File: config.mk
export PLATFORM = sky130hd
export DESIGN_NAME = seq_shift_add_mult_32
export DESIGN_NICKNAME = d
export VERILOG_FILES = /design/src/rtl/seq_shift_add_mult_32.sv
export SDC_FILE = /design/constraint.sdc
export NUM_CORES = 1
export LEC_CHECK = 0
export BUFFER_PORTS_ARGS = -buffer_cell sky130_fd_sc_hd__buf_2
export CAP_MARGIN = 20
export CELL_PAD_IN_SITES_DETAIL_PLACEMENT = 1
export CELL_PAD_IN_SITES_GLOBAL_PLACEMENT = 2
export CORE_ASPECT_RATIO = 0.8
export CORE_MARGIN = 2
export CORE_UTILIZATION = 37
export DETAILED_ROUTE_END_ITERATION = 7
export PLACE_DENSITY = 0.95
export SETUP_SLACK_MARGIN = 0.3
export SLEW_MARGIN = 40
export SYNTH_ARGS = -nofsm -noshare
export SYNTH_HDL_FRONTEND = slang
export SYNTH_HIERARCHICAL = 1
export SYNTH_SLANG_ARGS = --single-unit
File: constraint.sdc
create_clock -name clk -period 9.35 [get_ports clk]
set_clock_uncertainty 0.15 [all_clocks]
set_input_delay 1.87 -clock clk [delete_from_list [all_inputs] [get_ports clk]]
set_output_delay 1.87 -clock clk [all_outputs]
set_load 0.03 [all_outputs]
File: src/rtl/seq_shift_add_mult_32.sv
// Iterative 32x32 unsigned shift-and-add multiplier with valid/ready handshakes,
// built around a 32-bit carry-select adder that does one partial-product add per cycle.

module carry_select_adder_32 (
  input  logic [31:0] in1,
  input  logic [31:0] in2,
  input  logic        cin,
  output logic [31:0] sum,
  output logic        cout
);
  logic [4:0] carry;

  assign carry[0] = cin;

  // Each 8-bit block precomputes both carry-in cases; the incoming carry only selects.
  for (genvar g = 0; g < 4; g++) begin : g_blk
    logic [8:0] r0;
    logic [8:0] r1;
    assign r0 = {1'b0, in1[8*g +: 8]} + {1'b0, in2[8*g +: 8]};
    assign r1 = r0 + 9'd1;
    assign sum[8*g +: 8] = carry[g] ? r1[7:0] : r0[7:0];
    assign carry[g+1]    = carry[g] ? r1[8]   : r0[8];
  end

  assign cout = carry[4];
endmodule

module seq_shift_add_mult_32 #(
  parameter int unsigned WIDTH = 32,
  parameter int unsigned CNT_W = 5
) (
  input  logic               clk,
  input  logic               rst_n,
  input  logic               in_valid,
  output logic               in_ready,
  input  logic [WIDTH-1:0]   mcand,
  input  logic [WIDTH-1:0]   mplier,
  output logic               out_valid,
  input  logic               out_ready,
  output logic [2*WIDTH-1:0] product,
  output logic               busy
);
  typedef enum logic [1:0] {IDLE, BUSY, DONE} state_t;

  state_t           state;
  logic [WIDTH-1:0] a;
  logic [WIDTH-1:0] p_hi;
  logic [WIDTH-1:0] p_lo;
  logic [CNT_W-1:0] cnt;
  logic [WIDTH-1:0] s;
  logic             c;

  carry_select_adder_32 u_add (
    .in1  (p_hi),
    .in2  (a),
    .cin  (1'b0),
    .sum  (s),
    .cout (c)
  );

  always_ff @(posedge clk or negedge rst_n) begin
    if (!rst_n) begin
      state <= IDLE;
      a     <= '0;
      p_hi  <= '0;
      p_lo  <= '0;
      cnt   <= '0;
    end else begin
      case (state)
        IDLE: begin
          if (in_valid) begin
            a     <= mcand;
            p_hi  <= '0;
            p_lo  <= mplier;
            cnt   <= '0;
            state <= BUSY;
          end
        end
        BUSY: begin
          // The adder carry-out shifts into the top of P_hi, so no product bit is lost.
          if (p_lo[0]) {p_hi, p_lo} <= {c, s, p_lo[WIDTH-1:1]};
          else         {p_hi, p_lo} <= {1'b0, p_hi, p_lo[WIDTH-1:1]};
          cnt <= cnt + 1'b1;
          if (cnt == CNT_W'(WIDTH - 1)) state <= DONE;
        end
        DONE: begin
          if (out_ready) state <= IDLE;
        end
        default: state <= IDLE;
      endcase
    end
  end

  assign in_ready  = (state == IDLE);
  assign out_valid = (state == DONE);
  assign busy      = (state == BUSY);
  assign product   = {p_hi, p_lo};
endmodule

---- Yosys cells after proc, flatten, opt, wreduce, memory -nomap -nowiden ----
Index checks and enable logic that the tools add are counted.
storage, ports and cells
  register bits ........................... 103
  input port bits ......................... 68
  output and inout port bits .............. 67
operators by class
  $add $sub $neg .......................... 8
  equal/unequal tests ..................... 6
  mux-type cells .......................... 18
  reduce and logical (&&, ||, !) cells .... 5
operators by type and width
  kind                                                   count
  two-way mux 32 bit                                     4
  case mux 32 bit (2 select lines)                       2
  adder 8 x 8 -> 9 bit                                   4
  adder 9 x 1 -> 9 bit, second input constant            3
  two-way mux 8 bit                                      3
  case mux 5 bit (2 select lines)                        1
  two-way mux 2 bit                                      3
  case mux 2 bit (3 select lines)                        1
  adder 5 x 1 -> 5 bit, second input constant            1
  equality test 5 bit, second input constant             1
  two-way mux 5 bit                                      1
  inequality test 2 x 1 -> 1 bit, second input constant  2
  AND reduction 2 bit                                    2
  two-way mux 1 bit                                      3
  AND reduction 3 bit                                    1
  equality test 2 x 1 -> 1 bit, second input constant    1
  equality test 2 bit, second input constant             1
  logical NOT 2 bit                                      1
  inequality test 2 bit, second input constant           1
  nonzero test 2 bit                                     1

---- Logic depth before layout (Yosys ltp) ----
Gate-level depths: netlist of run 1.
  depth after elaboration ................. 7
  gate-level depth with buffers ........... 14
  gate-level depth less buffers ........... 14

---- Hierarchy ----
Netlist of run 1, hierarchy kept.
by module, submodules not included
  module                 instances  cells each  area an instance (um^2)  seq. area each (um^2)
  seq_shift_add_mult_32  1          386         4396.7                   2577.5
  carry_select_adder_32  1          250         1935.6                   0.0

---- Least setup slack after synthesis of run 1 ----
OpenSTA, ideal clock, no wires.
  path kind ............................... register -> register
  start point ............................. register p_hi[8]
  end point ............................... register p_hi[24]
  arrival ................................. 3.685 ns
  required time ........................... 9.066 ns
  path slack .............................. 5.381 ns
  cell stages (with the launch flop) ...... 15
  path buffers ............................ 0
  path through ............................ dfrtp_1 ha_1 fa_1 a21o_1 a21oi_1 xnor2_1 nand2_1 a2111oi_0 nand2_1 or4_4 a21o_4 nand2_1 mux2_1 mux2i_1 o21ai_0
between the ends
  cells in the longest elaborated chain, start to end .. 7
RTL lines
  what                                line  RTL
  start: declaration                  47    logic [WIDTH-1:0] p_hi;
  start signal: assignment            81    if (p_lo[0]) {p_hi, p_lo} <= {c, s, p_lo[WIDTH-1:1]};
  start signal: assignment            82    else {p_hi, p_lo} <= {1'b0, p_hi, p_lo[WIDTH-1:1]};
  adder 8 x 8 -> 9 bit *              19    assign r0 = {1'b0, in1[8*g +: 8]} + {1'b0, in2[8*g +: 8]};
  adder 9 x 1 -> 9 bit                20    assign r1 = r0 + 9'd1;
  two-way mux 1 bit * (2 in a row)    22    assign carry[g+1] = carry[g] ? r1[8] : r0[8];
  two-way mux 8 bit *                 21    assign sum[8*g +: 8] = carry[g] ? r1[7:0] : r0[7:0];
  named net s[25]                     50    logic [WIDTH-1:0] s;
  two-way mux 32 bit *                81
  case mux 32 bit (2 select lines) *  69    case (state)
Mark *: on every way through the listed nets, which the timed path passes. The rest lies on a longest branch.
A chain may end at the register's enable or synchronous reset.

---- Worst setup path after layout of run 1 ----
Ends and elaborated chain as after synthesis.

==> results of run 1 <==
==> registers in the layout, indices dropped and copies added (netlist names) <==
register	count
a	32
p_hi	32
p_lo	32
cnt	5
state	2
==> cell usage after synthesis, drive strengths merged (2+ instances only) <==
cell type  number
a211oi          4
a21o            8
a21oi          24
a221oi          2
a22oi          31
and2            3
and3            9
and4            2
buf            18
clkbuf         11
dfrtp         103
fa              4
ha             38
inv            16
mux2           35
mux2i          34
nand2          90
nand2b          2
nand3          17
nand3b          2
nand4           3
nor2           18
nor2b           2
nor3            4
o211ai          2
o21ai          77
o21bai          6
xnor2          36
xor2           15
==> per-layer routing <==
metal  global-route usage  vias up  part of all wire
met1                0.262     2647              0.47
met2                0.338      128              0.48
met3               0.0519       17             0.042
met5                    0        -                 0
met4               0.0342        0            0.0078
li1                     -     2523                 -
==> worst max-delay path: stages, from the launching register on <==
cell       delay [ns]
dfrtp_1          0.42
ha_1             0.24
fa_1             0.41
a21o_1           0.21
a21oi_1          0.25
xnor2_1          0.19
nand2_1          0.13
a2111oi_0        0.49
nand2_1          0.15
or4_4            0.53
a21o_4           0.26
nand2_1          0.12
mux2_1           0.33
mux2i_1          0.12
o21ai_0          0.11
==> cell type report <==
cell class	count	share of cell area
timing repair buffer	140	0.0979
clock inverter	7	0.0121
tap	220	0.0365
sequential	103	0.342
clock buffer	9	0.0299
inverter	16	0.00796
multi-input combinational	492	0.474
==> placed cells by master (no fill, tap or decap), types with 14 or more instances in the layout <==
| cell | count |
|---|---|
| nand2_1 | 90 |
| ha_1 | 38 |
| mux2_1 | 27 |
| inv_1 | 16 |
| xnor2_1 | 35 |
| o21ai_0 | 77 |
| nand3_1 | 16 |
| mux2i_1 | 34 |
| nor2_1 | 17 |
| a22oi_1 | 31 |
| buf_2 | 133 |
| xor2_1 | 14 |
| dfrtp_1 | 102 |
| a21oi_1 | 24 |
==> final timing paths <==
kind                                           from              endpoint  slack, ns  depth (start not counted)
worst min register to register    a[27]$_DFFE_PN0P_     a[27]$_DFFE_PN0P_       0.34                          1
worst max register to register  p_hi[8]$_DFFE_PN0P_  p_hi[24]$_DFFE_PN0P_       5.09                         14
max in group asynchronous                     rst_n   p_lo[0]$_DFFE_PN0P_       6.45                          2
worst min-delay path              a[27]$_DFFE_PN0P_     a[27]$_DFFE_PN0P_       0.34                          1
min in group asynchronous                     rst_n  p_hi[17]$_DFFE_PN0P_       1.39                          1
worst max-delay path            p_hi[8]$_DFFE_PN0P_  p_hi[24]$_DFFE_PN0P_       5.09                         14
==> cells by family (layout without fill, tap and decap cells) <==
kind of cell | Yosys count | count (layout) | share of synthesized area
AOI/OAI and AO/OA | 165 | 165 | 0.161
DFF | 103 | 103 | 0.407
muxes | 69 | 69 | 0.116
other | 1 | 5 | 0.000592
and+or+nand+nor | 160 | 160 | 0.120
adders and majority gates | 42 | 42 | 0.0877
buffers and inverters | 45 | 172 | 0.0346
xor gates and xnor gates | 51 | 51 | 0.0729
==> metrics by stage <==
step           std cells  instance area (sq um)   util
2_1_floorplan        640                   6350      -
3_3_place_gp         970                   7190  0.432
3_5_place_dp         971                   7230  0.434
4_1_cts              987                   7540  0.453
5_1_grt              987                   7540  0.453
6_report             987                   7540  0.453
==> metrics.yaml, run 1 <==
layout:
  fillerInstances: 1921
  seq_area_sq_mm: 0.00258
  final_layout_size_suffix_gt1_frac: 0.236
  synthToLayoutAreaGrowth_pct: 19.1
  multi_input_area_sq_mm: 0.00357
  layout.nets: 872
  antenna_cells: 0
critical_path:
  cp-end-kind: "flop"
  start_kind: "flop"
  crit_type: "reg2reg"
  crit_fanout: 8
  critPathRequiredTime_ns: 9.41
  cp.arrival_ns: 4.32
floorplan:
  die_w_um: 150
  initial_core_util: 0.380
  fp.dieArea_sq_mm: 0.0182
  dieHeight_um: 121
  coreArea_sq_mm: 0.0167
  num_rows: 42
  io-pin-count: 135
cts:
  cts_setup_buffers: 0
  path_clk_slew_ns: 0.07
  clockBufferDepth: 2
  h-tree-depth: 3
  cts_resized: 0
  hold_buffers: 0
  clock_latency_ns: 0.36
  cts_buffers: 9
  cts_tree: "built"
  cts.sinks: 103
  cts-root-buf: "clkbuf_16"
placed_design:
  io_buffer_count: 134
  gp_congestion: 0.837
  hpwl_um: 12600
  post-place-ws_ns: 5.11
detailed_routing:
  antenna_left: 0
  drc_errors: 0
  wl_um: 17600
  drt_iter0_markers: 138
  vias: 5315
  dr.pass1.iters: 4
  viasPerCell: 5.39
  wl_per_cell_um: 17.8
sta:
  rsz0062_at_grt: "false"
  tightest_slew_ns: 0.695
  setup_tns_ns: 0
  finalCriticalPeriod_ns: 4.26
  period_share: 0.456
  finalSetupViolCount: 0
  max_freq_ghz: 0.235
  setup_ws_ns: 5.09
  slew_headroom: 0.535
  hold_viol: 0
  report.final.slew_viol_count: 0
  whs_ns: 0.344
synthesis:
  synth-edff-count: 0
  avgSynthCellArea_sq_um: 9.96
  synth_area_sq_mm: 0.00633
  yosys.area.top_type_share: 0.407
  yosys_register_bits: 103
  ys_seq_area_frac: 0.407
  synth_area_leaders: "dfrtp_1, ha_1, o21ai_0"
  synth.distinct_cells: 59
  synthFlopType: "dfrtp_1"
  yosysTopAreaCell: "dfrtp_1"
  synth_warnings: 6
  syn_inst: 636
  synth-async-reset-ratio: 1.00
global_route:
  grtUsageTotal: 0.200
  grt_max_degree: 55
  antenna_found_initial: 0
  grt_pass1_wl_um: 29100
  overflow: 0
  grt_pass1_vias: 5721
outcome:
  outcome: "finished, final reports clean"
hold_path:
  worstHoldPathType: "reg2reg"
run:
  maxCapViolations: 0
Power of run 1 is left out: the tool's default activity adds up to more than one toggle a clock period on the data nets, which glitch-free logic cannot reach.
==> run 2, diff against run 1 <==
Settings changed: CORE_UTILIZATION 37 to 34, PLACE_DENSITY 0.95 to 0.91.
Clock period 9.35 ns to 4.33 ns, I/O delays scaled along.
==> run 2 against run 1 <==
  * Wire length decreased by 5.0%
  * Critical path type unchanged
  * Count of clock-buffer cells in the layout up 1
  * Sequential cell count unchanged
  * First-iteration DRC count up 12%
  * Critical path depth down 1
  * Register-to-register slack lost 4.6 ns
  * Sequential share of layout area fell by 0.75 points
  * Hold slack worse by 0.026 ns
  * Cell count rose by 4.0%
  * Via count down 2.7%
==> metrics.yaml, run 2 (synthesis gave the netlist of run 1 again) <==
layout:
  antenna_cells: 0  # unchanged
  final_cell_mix: "buf_2, dfrtp_1, nand2_1"
  layout.nets: 878  # +0.69%
  final_common_cell: "buf_2"
  synthToLayoutAreaGrowth_pct: 21.7
  utilization: 0.423  # -0.0299
  fin_cells: 1026  # +4.0%
  reg_top3: "a: 32 flops, p_hi: 32 flops, p_lo: 32 flops"
  final_layout_size_suffix_gt1_frac: 0.256  # +0.0202
placed_design:
  placedCellCount: 1006  # +3.6%
  io_buffer_count: 134  # unchanged
  hpwl_um: 12100  # -4.7%
  gp_congestion: 0.749  # -10%
outcome:
  outcome: "finished, final reports clean"
run:
  maxCapViolations: 0  # unchanged
floorplan:
  fp.dieArea_sq_mm: 0.0197  # +8.6%
  io-pin-count: 135  # unchanged
  die_w_um: 157  # +4.2%
  num_rows: 44  # +4.8%
  initial_core_util: 0.348  # -0.0326
  coreArea_sq_mm: 0.0182  # +9.4%
  dieHeight_um: 126  # +4.2%
cts:
  h-tree-depth: 3  # unchanged
  clock_latency_ns: 0.35  # about the same
  cts.sinks: 103  # unchanged
  path_clk_slew_ns: 0.08  # about the same
  cts_buffers: 9  # unchanged
  cts-root-buf: "clkbuf_16"
  cts_tree: "built"
  clockBufferDepth: 2  # unchanged
sta:
  rsz0062_at_grt: "true"
  period_share: 0.897  # +0.441
  setup_tns_ns: 0  # unchanged
  report.final.slew_viol_count: 0  # unchanged
  max_freq_ghz: 0.257  # +9.7%
  finalCriticalPeriod_ns: 3.89  # -0.378 ns
  finalSetupViolCount: 0  # unchanged
  hold_viol: 0  # unchanged
  tightest_slew_ns: 0.617  # -0.0788 ns
  slew_headroom: 0.589  # +0.0535
hold_path:
  worstHoldPathType: "in2async"
global_route:
  grt_pass1_wl_um: 28000  # -3.9%
  grt_max_degree: 59  # +7.3%
  overflow: 0  # unchanged
  grt_pass1_vias: 5459  # -4.6%
  antenna_found_initial: 0  # unchanged
  grtUsageTotal: 0.175  # -0.0249
detailed_routing:
  antenna_left: 0  # unchanged
  drc_errors: 0  # unchanged
  viasPerCell: 5.04  # -6.4%
  wl_um: 16700  # -5.0%
  drt_iter0_markers: 154  # +12%
  wl_per_cell_um: 16.3  # -8.6%
  dr.pass1.iters: 4  # unchanged
  vias: 5173  # -2.7%
critical_path:
  crit_start: "p_hi[8]$_DFFE_PN0P_"
  critPathRequiredTime_ns: 4.40  # -5.01 ns
  reg2reg_from: "p_hi[8]$_DFFE_PN0P_"
  r2r_setup_slack_ns: 0.44  # -4.64 ns
  cp.arrival_ns: 3.95  # -0.37 ns
  start_kind: "flop"
  crit_type: "reg2reg"
  cp-end-kind: "flop"
  regToRegEndpoint: "p_hi[24]$_DFFE_PN0P_"
  ff2ff_path_depth: 13  # -1
  crit_fanout: 8  # unchanged
-- run 2: stage by stage --
step	cell area (sq um)	worst slack [ns]	hold slack, ns
2_1_floorplan	6350	0.361	0.312
3_3_place_gp	7270	0.213	0.327
3_5_place_dp	7270	0.138	0.335
4_1_cts	7600	0.309	0.352
5_1_grt	7710	0.207	0.358
6_report	7710	0.444	0.319
-- run 2: worst max-delay path, cell delays in order (launching register included) --
cell	delay [ns]
dfrtp_1	0.42
ha_1	0.25
fa_1	0.42
a21o_1	0.24
a21oi_4	0.20
o21ai_1	0.15
a2111oi_4	0.34
nand2_1	0.12
or4_4	0.53
a21o_4	0.27
nand2_1	0.11
mux2_1	0.33
mux2i_1	0.13
o21ai_0	0.08
-- run 2: worst max-delay path by stage --
| stage | cells past startpoint | slack [ns] | endpoint |
|---|---|---|---|
| after CTS | 14 | 0.31 | p_hi[24]$_DFFE_PN0P_ |
| after floorplan | 14 | 0.36 | p_hi[24]$_DFFE_PN0P_ |
| after global placement | 14 | 0.21 | p_hi[24]$_DFFE_PN0P_ |
| after global routing | 13 | 0.21 | p_hi[24]$_DFFE_PN0P_ |
| after detailed placement | 14 | 0.14 | p_hi[24]$_DFFE_PN0P_ |
| final | 13 | 0.44 | p_hi[24]$_DFFE_PN0P_ |
-- run 2: repair_timing --
item,CTS,global route
pin swaps,0,2
buffers inserted,0,3
resized for setup,3,13
hold buffers,0,0
endpoints found under the setup margin,2,14
-- run 2: final cells by class --
class,instances,area (sq um)
sequential,103,2580
tap,253,317
clock inverter,6,81.3
timing repair buffer,146,787
clock buffer,10,239
multi-input combinational,492,3640
fill,2129,10500
inverter,16,60.1
-- run 2: metal layers --
layer,track usage,part of all wire,vias to the layer above
li1,-,-,2530
met1,0.252,0.50,2541
met2,0.274,0.45,91
met3,0.0416,0.045,11
met4,0.0259,0.0058,0
met5,0,0,-
Power of run 2 is left out for the same reason.
==> run 3, diff against run 2 <==
Settings changed: CELL_PAD_IN_SITES_DETAIL_PLACEMENT 1 to 0, CELL_PAD_IN_SITES_GLOBAL_PLACEMENT 2 to 1, CORE_UTILIZATION 34 to 42.
==> run 3 against run 2 <==
  * Critical path depth rose by 1
  * Wire length fell by 13%
  * First-iteration DRC count rose by 62%
  * Maximum frequency rose by 1.7%
  * Non-clock buffer count fell by 4
  * Cell count fell by 6.6%
  * Sequential share of layout area rose by 0.85 points
  * Design area fell by 2.4%
  * Die area fell by 19%
  * Count of clock-buffer cells in the layout did not move
  * Register-to-register slack improved by 0.07 ns
  * Highest routed layer unchanged
==> metrics.yaml, run 3 (synthesis gave the netlist of run 1 again) <==
layout:
  reg_top3: "a: 32 flops, p_hi: 32 flops, p_lo: 32 flops"
  final_cell_mix: "buf_2, dfrtp_1, nand2_1"
  utilization: 0.506  # +0.0830
  layout.nets: 874  # -0.46%
  synthToLayoutAreaGrowth_pct: 18.8
  antenna_cells: 0  # unchanged
  final_layout_size_suffix_gt1_frac: 0.247  # -0.00907
  final_common_cell: "buf_2"
global_route:
  grtUsageTotal: 0.190  # +0.0142
  grt_max_degree: 58  # -1.7%
  overflow: 0  # unchanged
  grt_pass1_wl_um: 24500  # -12%
  antenna_found_initial: 0  # unchanged
  grt_pass1_vias: 4943  # -9.5%
critical_path:
  slowest_delay_ns: 0.51  # -0.02 ns
  crit_buf_inv: 0  # unchanged
  cp-end-kind: "flop"
  crit_type: "reg2reg"
  cp.arrival_ns: 3.89  # -0.06 ns
  crit_family: "compound AO/OA/AOI/OAI gates"
  crit_slowest_cell: "or4_4"
  critPathRequiredTime_ns: 4.40  # about the same
  start_kind: "flop"
  crit_chain: "ha_1 > fa_1 > a21o_1 > a21oi_2 > xnor2_2 > nand2_1 > a2111oi_4 > nand2_1 > or4_4 > a21o_4 > nand2_1 > mux2_1 > mux2i_1 > o21ai_0"
  cpMostUsedCell: "nand2_1"
  crit_fanout: 8  # unchanged
hold_path:
  worstHoldPathType: "in2async"
sta:
  max_freq_ghz: 0.262  # +1.7%
  report.final.slew_viol_count: 0  # unchanged
  slew_headroom: 0.555  # -0.0344
  rsz0062_at_grt: "false"
  finalCriticalPeriod_ns: 3.82  # -0.0665 ns
  finalSetupViolCount: 0  # unchanged
  tightest_slew_ns: 0.666  # +0.0498 ns
  hold_viol: 0  # unchanged
  setup_tns_ns: 0  # unchanged
  period_share: 0.882  # -0.0154
floorplan:
  dieHeight_um: 114  # -9.7%
  num_rows: 40  # -9.1%
  io-pin-count: 135  # unchanged
  die_w_um: 141  # -9.8%
  initial_core_util: 0.426  # +0.0785
  coreArea_sq_mm: 0.0149  # -18%
  fp.dieArea_sq_mm: 0.0161  # -19%
cts:
  cts_tree: "built"
  h-tree-depth: 3  # unchanged
  clock_latency_ns: 0.36  # about the same
  path_clk_slew_ns: 0.07  # about the same
  cts-root-buf: "clkbuf_16"
  clockBufferDepth: 2  # unchanged
  cts_buffers: 9  # unchanged
  cts.sinks: 103  # unchanged
detailed_routing:
  antenna_left: 0  # unchanged
  wl_per_cell_um: 15.2  # -6.9%
  viasPerCell: 5.31  # +5.2%
  drc_errors: 0  # unchanged
  wl_um: 14600  # -13%
  dr.pass1.iters: 4  # unchanged
  drt_iter0_markers: 249  # +62%
  vias: 5083  # -1.7%
run:
  maxCapViolations: 0  # unchanged
placed_design:
  io_buffer_count: 134  # unchanged
  gp_congestion: 0.823  # +9.8%
  hpwl_um: 10500  # -13%
outcome:
  outcome: "finished, final reports clean"
## run 3: cell types whose count changed in the layout (fill, tap and decap cells not counted), sizes merged
| cell | delta |
|---|---|
| buf | -4 |
| clkinv | +2 |
| inv | -1 |
| bufinv | -1 |
## run 3: final timing paths
path                                startpoint                    to  slack (ns)  cells past startpoint
setup / recovery           p_hi[8]$_DFFE_PN0P_  p_hi[24]$_DFFE_PN0P_        0.51                     14
hold / removal                           rst_n     a[10]$_DFFE_PN0P_        0.33                      1
setup reg to reg           p_hi[8]$_DFFE_PN0P_  p_hi[24]$_DFFE_PN0P_        0.51                     14
hold reg to reg             cnt[2]$_DFFE_PN0P_    cnt[2]$_DFFE_PN0P_        0.34                      1
max in group asynchronous                rst_n   p_lo[0]$_DFFE_PN0P_        3.05                      2
min in group clk            cnt[2]$_DFFE_PN0P_    cnt[2]$_DFFE_PN0P_        0.34                      1
## run 3: final cells by class
type                       instances  area [sq um]
clock buffer                      10           229
clock inverter                     6          51.3
fill                            1358          7340
inverter                          16          60.1
multi-input combinational        492          3610
sequential                       103          2580
tap                              189           236
timing repair buffer             142           749
## run 3: stage by stage
stage / cell area [sq um] / worst slack, ns / hold slack (ns) / instances
finish: 7520 / 0.511 / 0.330 / 958
global route: 7520 / 0.315 / 0.360 / 958
CTS: 7460 / 0.364 / 0.343 / 956
detailed placement: 7170 / 0.197 / 0.332 / 940
global placement: 7170 / 0.267 / 0.325 / 940
floorplan: 6350 / 0.361 / 0.312 / 640
## run 3: worst register-to-register path, stage by stage, from the launching register on
cell and delay (ns):
dfrtp_1 0.40, ha_1 0.24, fa_1 0.41, a21o_1 0.20
a21oi_2 0.21, xnor2_2 0.15, nand2_1 0.14, a2111oi_4 0.24
nand2_1 0.11, or4_4 0.51, a21o_4 0.26, nand2_1 0.12
mux2_1 0.33, mux2i_1 0.13, o21ai_0 0.08
## run 3: per-layer routing
metal | global-route usage | vias to the layer above | part of all wire
li1 | - | 2528 | -
met1 | 0.262 | 2422 | 0.49
met2 | 0.287 | 122 | 0.43
met3 | 0.0626 | 11 | 0.070
met4 | 0.0500 | 0 | 0.0093
met5 | 0 | - | 0
## run 3: what timing repair did
action,in CTS,in global routing
hold buffers,0,0
setup endpoints to repair,1,2
gates resized for setup,2,8
pin swaps,0,3
buffers inserted,0,2
Power of run 3 is left out for the same reason.
